**src/rtl/load_store_unit.sv**
```systemverilog
// load_store_unit
//   Initiator side of the word-addressed data_memory port. Converts RV32I
//   load/store requests into word accesses. It handles byte/half/word lanes,
//   load sign/zero extension, and read-modify-write for SB/SH.
//
//   Build option: MISALIGN_TRAP_EN
//     defined   -> misaligned half/word accesses complete with err_o=1 and
//                  make no memory write.
//     undefined -> err_o is tied 0 and misaligned addresses are aligned down.
//
//   State table
//     IDLE  | ready for a request; address passes straight through to memory
//     RD    | memory read data valid; load captured or SB/SH merge word built
//     WR    | SW write cycle
//     MERGE | SB/SH write of merged word
//     RESP  | done_o pulse (err_o for trapped accesses)
//
//   Ports
//     clk_i, rst_ni                 clock, async active-low reset
//     req_i, we_i, funct3_i,
//     addr_i, wdata_i               request from execute stage
//     ready_o, done_o, err_o,
//     rdata_o                       handshake / completion / load result
//     mem_we_o, mem_addr_o,
//     mem_data_o, mem_data_i        data_memory port (registered read)
module load_store_unit #(
    parameter int DATA_WIDTH = 32,
    parameter int ADDR_WIDTH = 10
) (
    input  logic                  clk_i,
    input  logic                  rst_ni,
    input  logic                  req_i,
    input  logic                  we_i,
    input  logic [2:0]            funct3_i,
    input  logic [31:0]           addr_i,
    input  logic [DATA_WIDTH-1:0] wdata_i,
    output logic                  ready_o,
    output logic                  done_o,
    output logic                  err_o,
    output logic [DATA_WIDTH-1:0] rdata_o,
    output logic                  mem_we_o,
    output logic [ADDR_WIDTH-1:0] mem_addr_o,
    output logic [DATA_WIDTH-1:0] mem_data_o,
    input  logic [DATA_WIDTH-1:0] mem_data_i
);

    typedef enum logic [2:0] {S_IDLE, S_RD, S_WR, S_MERGE, S_RESP} state_t;

    localparam logic [1:0] SZ_BYTE = 2'd0;
    localparam logic [1:0] SZ_HALF = 2'd1;
    localparam logic [1:0] SZ_WORD = 2'd2;

    state_t                r_state, w_next;
    logic                  r_we, r_uns;
    logic [1:0]            r_size, r_off;
    logic [ADDR_WIDTH-1:0] r_addr;
    logic [DATA_WIDTH-1:0] r_wdata, r_rdata;

    logic                  w_accept, w_uns, w_misalign;
    logic [1:0]            w_size, w_off;
    logic [4:0]            w_sh;
    logic [DATA_WIDTH-1:0] w_lane, w_load, w_mask, w_merged;
    logic                  w_unused;

    // Address bits above the memory window are ignored, so accesses wrap.
    assign w_unused = &{1'b0, addr_i[31:ADDR_WIDTH+2]};

    assign w_accept = req_i && (r_state == S_IDLE);

    // Stores only know 000/001 as narrow; every other store code is word.
    always_comb begin
        w_size = SZ_WORD;
        if (we_i) begin
            if (funct3_i == 3'b000)      w_size = SZ_BYTE;
            else if (funct3_i == 3'b001) w_size = SZ_HALF;
        end else begin
            if (funct3_i[1:0] == 2'b00)      w_size = SZ_BYTE;
            else if (funct3_i[1:0] == 2'b01) w_size = SZ_HALF;
        end
    end

    assign w_uns = !we_i && funct3_i[2] && (w_size != SZ_WORD);

    // Lane offset, aligned down for the access width.
    always_comb begin
        case (w_size)
            SZ_BYTE: w_off = addr_i[1:0];
            SZ_HALF: w_off = {addr_i[1], 1'b0};
            default: w_off = 2'b00;
        endcase
    end

`ifdef MISALIGN_TRAP_EN
    logic r_err;
    assign w_misalign = ((w_size == SZ_HALF) && addr_i[0]) ||
                        ((w_size == SZ_WORD) && (addr_i[1:0] != 2'b00));
    always_ff @(posedge clk_i or negedge rst_ni) begin
        if (!rst_ni)       r_err <= 1'b0;
        else if (w_accept) r_err <= w_misalign;
    end
    assign err_o = (r_state == S_RESP) && r_err;
`else
    assign w_misalign = 1'b0;
    assign err_o      = 1'b0;
`endif

    always_comb begin
        w_next = r_state;
        case (r_state)
            S_IDLE: begin
                if (w_accept) begin
                    if (w_misalign)                     w_next = S_RESP;
                    else if (we_i && w_size == SZ_WORD) w_next = S_WR;
                    else                                w_next = S_RD;
                end
            end
            S_RD:    w_next = r_we ? S_MERGE : S_RESP;
            S_WR:    w_next = S_RESP;
            S_MERGE: w_next = S_RESP;
            S_RESP:  w_next = S_IDLE;
            default: w_next = S_IDLE;
        endcase
    end

    // Read data is valid during RD because the address was presented to
    // memory combinationally on the accepting edge.
    assign w_sh   = {r_off, 3'b000};
    assign w_lane = mem_data_i >> w_sh;

    always_comb begin
        w_load = w_lane;
        if (r_size == SZ_BYTE)
            w_load = r_uns ? {{(DATA_WIDTH-8){1'b0}}, w_lane[7:0]}
                           : {{(DATA_WIDTH-8){w_lane[7]}}, w_lane[7:0]};
        else if (r_size == SZ_HALF)
            w_load = r_uns ? {{(DATA_WIDTH-16){1'b0}}, w_lane[15:0]}
                           : {{(DATA_WIDTH-16){w_lane[15]}}, w_lane[15:0]};
    end

    assign w_mask   = ((r_size == SZ_BYTE) ? DATA_WIDTH'(8'hFF) : DATA_WIDTH'(16'hFFFF)) << w_sh;
    assign w_merged = (mem_data_i & ~w_mask) | ((r_wdata << w_sh) & w_mask);

    always_ff @(posedge clk_i or negedge rst_ni) begin
        if (!rst_ni) begin
            r_state <= S_IDLE;
            r_we    <= 1'b0;
            r_uns   <= 1'b0;
            r_size  <= SZ_WORD;
            r_off   <= 2'b00;
            r_addr  <= '0;
            r_wdata <= '0;
            r_rdata <= '0;
        end else begin
            r_state <= w_next;
            if (w_accept) begin
                r_we    <= we_i;
                r_uns   <= w_uns;
                r_size  <= w_size;
                r_off   <= w_off;
                r_addr  <= addr_i[ADDR_WIDTH+1:2];
                r_wdata <= wdata_i;
            end
            if (r_state == S_RD) begin
                if (r_we) r_wdata <= w_merged;
                else      r_rdata <= w_load;
            end
        end
    end

    assign ready_o    = (r_state == S_IDLE);
    assign done_o     = (r_state == S_RESP);
    assign rdata_o    = r_rdata;
    assign mem_we_o   = (r_state == S_WR) || (r_state == S_MERGE);
    assign mem_data_o = mem_we_o ? r_wdata : '0;
    assign mem_addr_o = (r_state == S_IDLE && req_i) ? addr_i[ADDR_WIDTH+1:2] : r_addr;

endmodule

```
**config.mk**
```make
export PLATFORM = sky130hd
export DESIGN_NAME = load_store_unit
export DESIGN_NICKNAME = d
export VERILOG_FILES = /design/src/rtl/load_store_unit.sv
export SDC_FILE = /design/constraint.sdc
export NUM_CORES = 1
export LEC_CHECK = 0
export ABC_AREA = 1
export CORE_UTILIZATION = 45
export DETAILED_ROUTE_END_ITERATION = 8
export PLACE_DENSITY = 0.87
export SYNTH_ARGS = -nofsm -noshare
export SYNTH_HDL_FRONTEND = slang
export SYNTH_SLANG_ARGS = --single-unit
```
**constraint.sdc**
```tcl
create_clock -name clk_i -period 3.2 [get_ports clk_i]
set_input_delay 0.64 -clock clk_i [delete_from_list [all_inputs] [get_ports clk_i]]
set_output_delay 0.64 -clock clk_i [all_outputs]
set_load 0.005 [all_outputs]
```
After elaboration in Yosys (flattened, before gate mapping)
Index checks and enable logic that the tools add are counted.
{"block": "op_classes", "n_shift": 3, "muxes": 20, "n_reduce_logical": 13, "eq_ne": 11, "bitwise_logic": 5}
{"operator": "2-to-1 mux 32 bit", "n": 8}
{"operator": "bitwise AND 32 bit", "n": 2}
{"operator": "NOT 32 bit", "n": 1}
{"operator": "OR 32 bit", "n": 1}
{"operator": "left shift 16 x 5 -> 32 bit", "n": 1}
{"operator": "left shift 32 x 5 -> 32 bit", "n": 1}
{"operator": ">> shifter 32 x 5 -> 32 bit", "n": 1}
{"operator": "2-to-1 mux 16 bit", "n": 1}
{"operator": "2-to-1 mux 2 bit", "n": 6}
{"operator": "2-to-1 mux 10 bit", "n": 1}
{"operator": "case mux 3 bit (3 select lines)", "n": 1}
{"operator": "== test 2 x 1 -> 1 bit, second input constant", "n": 3}
{"operator": "== test 3 x 1 -> 1 bit, second input constant", "n": 2}
{"operator": "== test 3 x 2 -> 1 bit, second input constant", "n": 2}
{"operator": "logical NOT 2 bit", "n": 3}
{"operator": "logical NOT 3 bit", "n": 2}
{"operator": "2-to-1 mux 3 bit", "n": 2}
{"operator": "logical AND 1 bit", "n": 4}
{"operator": "case mux 2 bit (2 select lines)", "n": 1}
{"operator": "== test 3 bit, second input constant", "n": 1}
{"operator": "== test 2 bit, second input constant", "n": 1}
{"operator": "inequality test 2 x 1 -> 1 bit, second input constant", "n": 1}
{"operator": "inequality test 2 bit, second input constant", "n": 1}
{"operator": "AND reduction 2 bit", "n": 1}
{"operator": "4 further kinds", "n": 4}
{"block": "word_totals", "reg_bits": 83, "out_inout_bits": 78, "input_bits": 103}

Longest topological paths before layout
Gate-level depths: netlist (run 1).
{"block": "logic_depth", "depth_word": 9, "depth_mapped": 9}

Least setup slack after synthesis (run 1)
Ideal clock, no wire load.
{"block": "synth_path", "kind": "input port to output port", "start": "input req_i", "end": "output mem_addr_o[0]", "slack_ps": 1251, "arrival_ps": 1309, "stages": 7, "required_time_ps": 2560, "cell_sequence": "inv_1 > nor2_4 > inv_2 > buf_6 > buf_2 > nand2_1 > nand2_1"}
{"block": "synth_via", "elab_chain_len": 2}
{"item": "from (decl)", "line": "32", "text": "input logic req_i,"}
{"item": "logical AND 1 bit", "line": "175", "text": "assign mem_addr_o = (r_state == S_IDLE && req_i) ? addr_i[ADDR_WIDTH+1:2] : r_addr;"}
{"item": "2-to-1 mux 10 bit"}
{"item": "to (decl)", "line": "42", "text": "output logic [ADDR_WIDTH-1:0] mem_addr_o,"}
Every way passes these cells.

Final worst setup path (run 1)
{"block": "layout_path", "start": "input req_i", "end": "output mem_addr_o[5]"}
The elaborated chain is that of the path after synthesis.

==> results_dict.tcl, run 1 <==
set metrics [dict create \
    clockBufferDepth 2 \
    setup.worst_path.end_class "output port" \
    drcViolationCount 0 \
    max_cap_viol_count 0 \
    synth.distinct_cells 34 \
    ys_warn_count 0 \
    nNetsFinal 930 \
    holdPathStages 2 \
    yosysTopAreaCell "dfrtp_1" \
    crit_path_start_kind "input pin" \
    hold_violations 0 \
    power_frac_comb_pct 56.8 \
    cp_num_buf_inv 4 \
    synth_most_common_cell "nand2_1" \
    diodes 0 \
    chipWidth_um 108 \
    hold_class "reg2reg" \
    maxSlewViolCount 0 \
    dp_hpwl_mm 10.8 \
    grt_pass1_vias 4852 \
    overflow 0 \
    fp.dieH_um 108 \
    synth_edf_count 0 \
    path_class "in2out" \
    viasPerCell 5.27 \
    fin_crit_sh_pct 92.0 \
    cts_tree "built" \
    grt_antenna_before_repair 0 \
    syn_area_mm2 0.00509 \
    grt_use_total_pct 27.1 \
    grt_busiest_layer "met2" \
    syn_nets 799 \
    clk_pin_slew_ns 0.07 \
    max_freq_mhz 340 \
    hold_ws_ns 0.470 \
    crit_family "buffers and inverters" \
    min_period_ns 2.95 \
    gr-usage-met2_pct 43.1 \
    ff2ff_path_depth 7 \
    io_pins 181 \
    wl_per_cell_um 15.5 \
    synth.area.top_cells "dfrtp_1 40%, nand2_1 15%, o21ai_0 7.3%" \
    ys_seq_elements 83 \
    p_sw_share_pct 41.8 \
    postCtsSetupBuffers 0 \
    met3_usage_pct 5.36 \
    p_per_area_mw_per_mm2 972 \
    p_leak_uw 0.00324 \
    pwr-share-clk_pct 15.9 \
    ctsHoldBuffers 0 \
    slowest_delay_ns 0.47 \
    status "finished, final reports clean" \
    drive_above_1_share_pct 9.62 \
    portBuffers 159 \
    path_cells "clkdlybuf4s50_1 -> inv_1 -> nor2_4 -> inv_2 -> nand2_1 -> nand2_1 -> clkdlybuf4s50_1" \
    p_sw_uw 2810 \
    path_max_fanout 16 \
    drt-initial-drc-count 560 \
    setup_viol 0 \
    area_growth_pct 35.8 \
    syn_avg_cell_area_um2 7.31 \
    num_rows 38 \
    yosysSeqAreaShare_pct 40.8 \
    start_util_pct 46.6 \
    intPower_uw 3910 \
    clockRootBuffer "clkbuf_16" \
    slowest_stage "clkdlybuf4s50_1" \
    grt_pass1_wl_mm 24.3 \
    postRouteAntennaNets 0 \
    dieArea_mm2 0.0117 \
    cp_num_cells 7 \
    drt_first_pass_iters 5 \
    ir_drop_mv 0.769 \
    rsz0062_at_grt "no" \
    synth_top_area_share_pct 40.3 \
    core_area_mm2 0.0109 \
    ys_top_cells_by_count "199 x nand2_1, 82 x dfrtp_1, 74 x o21ai_0" \
    vias 5120 \
    place_congestion 0.877 \
    insertion_delay_ns 0.34 \
    skew_ns 0.00750 \
    grt_max_degree 84 \
    wl_mm 15.1 \
    worst_ep_arrival_time_ns 2.31 \
    cts_made_buffers 9 \
    max_slew_margin_pct 30.1 \
    worst_pin_slew_ns 1.05 \
    finalSetupTns_ns 0 \
    cts_resized 0 \
    pwr-share-seq_pct 27.3 \
    met1_usage_pct 35.9 \
    cp.required_ns 2.56 \
    synth_cells 696 \
    synth_flop_cell "dfrtp_1" \
    async_flop_share_pct 100 \
    htreeDepth 3 \
    cts.sinks 83 \
]
cell type report:
type / count / area, um^2
Timing Repair Buffer: 165 / 1630
Multi-Input combinational cell: 494 / 2450
Sequential cell: 83 / 2080
Fill cell: 941 / 4020
Clock buffer: 9 / 225
Tap cell: 140 / 175
Clock inverter: 7 / 76.3
Inverter: 74 / 280
worst min-delay path: cells and delay by family, from the launching register on:
family | cells | cell delay (ns)
DFF | 1 | 0.32
and+or+nand+nor | 2 | 0.12
cells by family (layout without fill, tap and decap cells):
group,count (synthesis),count (layout),synth area share [%]
AND/OR/NAND/NOR,318,318,26.6
AO/OA/AOI/OAI,175,175,21.4
buffers and inverters,119,255,11.1
flip-flops,83,83,40.8
other,1,1,0.0737
metal layers:
layer,up-vias,part of all wire (%)
met3,35,8.8
met4,0,2.9
met5,-,0
li1,2515,-
met2,246,46
met1,2324,42
per-stage QoR:
step	util (%)	power (uW)	area, um^2	setup slack, ns	std cells
detailed placement	60.5	5630	6610	0.241	956
CTS	63.2	6730	6920	0.233	972
finish	63.2	6720	6920	0.255	972
global placement	60.5	5540	6610	0.271	956
floorplan	-	4220	5090	1.25	696
global route	63.2	7280	6920	0.120	972
power by group through the flow:
stage / combinational [uW] / sequential (uW) / clock [uW]
2_1_floorplan: 2410 / 1810 / 0
3_5_place_dp: 3780 / 1850 / 0
5_1_grt: 4260 / 1890 / 1130
6_report: 3820 / 1840 / 1070
3_3_place_gp: 3720 / 1830 / 0
4_1_cts: 3820 / 1830 / 1080
layout by cell type, fill, tap and decap left out, drive strengths merged:
| master | Yosys | routed |
|---|---|---|
| dfrtp | 82 | 82 |
| o22ai | 8 | 8 |
| a21boi | 8 | 8 |
| dfstp | 1 | 1 |
| o21ai | 81 | 81 |
| conb | 1 | 1 |
| or2 | 20 | 20 |
| nand2 | 202 | 202 |
| a21oi | 33 | 33 |
| buf | 37 | 7 |
| clkinvlp | 0 | 2 |
| nor3 | 2 | 2 |
| bufinv | 0 | 1 |
| nand3 | 27 | 27 |
| nor2 | 67 | 67 |
| clkbuf | 8 | 9 |
| o31ai | 1 | 1 |
| inv | 74 | 76 |
| o211ai | 43 | 43 |
| clkinv | 0 | 2 |
| clkdlybuf4s50 | 0 | 158 |
| o21a | 1 | 1 |
final timing paths:
kind                                  from            end  slack, ns
min in group asynchronous           rst_ni     r_wdata[4]       0.48
max in group asynchronous           rst_ni    rdata_o[14]       2.04
worst min-delay path             r_addr[6]      r_addr[6]       0.47
worst max-delay path                 req_i  mem_addr_o[5]       0.25
worst min register to register   r_addr[6]      r_addr[6]       0.47
worst max register to register  r_state[2]       register       1.20
No activity file was read; power rests on OpenSTA's default activity.
==> run 2, diff against run 1 <==
ABC_CLOCK_PERIOD_IN_PS = 3200   (was default)
CELL_PAD_IN_SITES_DETAIL_PLACEMENT = 1   (was default)
CELL_PAD_IN_SITES_GLOBAL_PLACEMENT = 1   (was default)
CORE_UTILIZATION = 34   (was 45)
PLACE_DENSITY = 0.93   (was 0.87)
==> run 2 against run 1 <==
  * Clock power about the same
  * Critical path depth unchanged
  * Critical endpoint is now mem_addr_o[4]
  * Hold slack got worse by 0.14 ns
  * Highest routed layer unchanged
  * Register-to-register slack got worse by 0.15 ns
  * Die area increased by 32%
  * Clock skew decreased by 0.0025 ns
==> results_dict.tcl, run 2 (synthesized netlist as in run 1, its figures left out) <==
set metrics [dict create \
    status "finished, final reports clean" \
    chipWidth_um 124 \
    viasPerCell 5.15 \
    cts_resized 0 \
    worst_ep_arrival_time_ns 2.35 \
    min_period_ns 2.99 \
    diodes 0 \
    pwr-share-clk_pct 15.8 \
    hold_violations 0 \
    portBuffers 159 \
    ir_drop_mv 0.571 \
    grt_pass1_wl_mm 29.5 \
    skew_ns 0.00497 \
    place_area_mm2 0.00671 \
    insertion_delay_ns 0.36 \
    fin_area_mm2 0.00702 \
    hold_class "in2async" \
    multi_input_area_mm2 0.00245 \
    place_congestion 0.808 \
    postRouteAntennaNets 0 \
    drcViolationCount 0 \
    layout_common_cells "199 x nand2_1, 158 x clkdlybuf4s50_1, 82 x dfrtp_1" \
    rsz0062_at_grt "no" \
    path_max_fanout 16 \
    fp.dieH_um 124 \
    place_ws_ns 0.184 \
    p_per_area_mw_per_mm2 987 \
    max_cap_viol_count 0 \
    wl_met3_mm 1.21 \
    fillers 1773 \
    setup_viol 0 \
    grt_pass1_vias 5477 \
    cts_made_buffers 9 \
    clockBufferDepth 2 \
    p_leak_uw 0.00326 \
    dieArea_mm2 0.0155 \
    path_class "in2out" \
    max_slew_margin_pct 52.0 \
    grt_antenna_before_repair 0 \
    ctsHoldBuffers 0 \
    crit_path_start_kind "input pin" \
    vias 5258 \
    dp_hpwl_mm 13.5 \
    pwr-share-seq_pct 26.9 \
    overflow 0 \
    grt_use_total_pct 24.5 \
    fin_crit_sh_pct 93.5 \
    clockRootBuffer "clkbuf_16" \
    finalSetupTns_ns 0 \
    routed.top_layer "met4" \
    cp.required_ns 2.56 \
    drt-met1-wl_mm 7.64 \
    wl_per_cell_um 17.9 \
    drive_above_1_share_pct 9.93 \
    final_common_cell "nand2_1" \
    finalPower_uw 6920 \
    core_area_mm2 0.0146 \
    num_rows 44 \
    power_frac_comb_pct 57.2 \
    intPower_uw 3960 \
    drt_first_pass_iters 5 \
    grt_max_degree 68 \
    drt-initial-drc-count 362 \
    maxSlewViolCount 0 \
    nNetsFinal 934 \
    clk_pin_slew_ns 0.06 \
    seq_area_mm2 0.00208 \
    wl_mm 18.3 \
    start_util_pct 34.9 \
    worst_pin_slew_ns 0.719 \
    p_sw_share_pct 42.9 \
    cts.sinks 83 \
    area_growth_pct 37.8 \
    setup.worst_path.end_class "output port" \
    io_pins 181 \
    postCtsSetupBuffers 0 \
    dr_wl_met2_mm 9.01 \
    max_freq_mhz 334 \
    fin_ws_ns 0.208 \
    cts_tree "built" \
    htreeDepth 3 \
    p_sw_uw 2970 \
]
## run 2: changes by cell type in the layout (fill, tap and decap cells not counted)
cell	before	now
clkbuf_1	0	1
clkinvlp_4	2	3
clkbuf_8	0	1
clkinv_4	1	0
clkinv_2	1	0
buf_4	7	10
buf_12	0	1
inv_6	2	1
## run 2: power by group through the flow
stage | clock network [uW] | registers [uW] | logic, uW
finish | 1100 | 1860 | 3960
global placement | 0 | 1840 | 3800
global route | 1160 | 1930 | 4420
CTS | 1120 | 1870 | 3990
detailed placement | 0 | 1880 | 3940
floorplan | 0 | 1810 | 2410
## run 2: path summary, 6_finish.rpt
path,start,slack (ns),cells after the start,to
worst min register to register,r_addr[9],0.47,2,r_addr[9]
min in group clk_i,r_addr[9],0.47,2,r_addr[9]
max in group asynchronous,rst_ni,2.10,2,async pin
worst min-delay path,rst_ni,0.33,1,r_addr[2]
worst max register to register,r_off[0],1.05,7,rdata_o[9]
worst max-delay path,req_i,0.21,7,mem_addr_o[4]
## run 2: final cells by class
cell class              count  share of cell area [%]
clock buffers              11                    3.46
inverters                  74                    4.00
repair buffers            169                    23.9
clock inverters             5                   0.874
flip-flops and latches     83                    29.6
multi-input cells         494                    34.9
well taps                 184                    3.28
## run 2: layer usage
layer	track usage, %	up-vias
li1	-	2519
met1	29.7	2528
met2	41.8	180
met3	5.88	31
met4	9.28	0
met5	0	-
## run 2: critical path, stage by stage
cell	delay [ns]
clkdlybuf4s50_1	0.48
inv_1	0.07
nor2_4	0.33
inv_2	0.18
nand2_1	0.10
nand2_1	0.08
clkdlybuf4s50_1	0.48
## run 2: through the flow
stage | instances | util (%) | hold slack, ns
after floorplan | 696 | - | 0.344
after global placement | 1004 | 46.0 | 0.453
after detailed placement | 1004 | 46.0 | 0.454
after CTS | 1020 | 48.1 | 0.355
after global routing | 1020 | 48.1 | 0.380
final | 1020 | 48.1 | 0.325
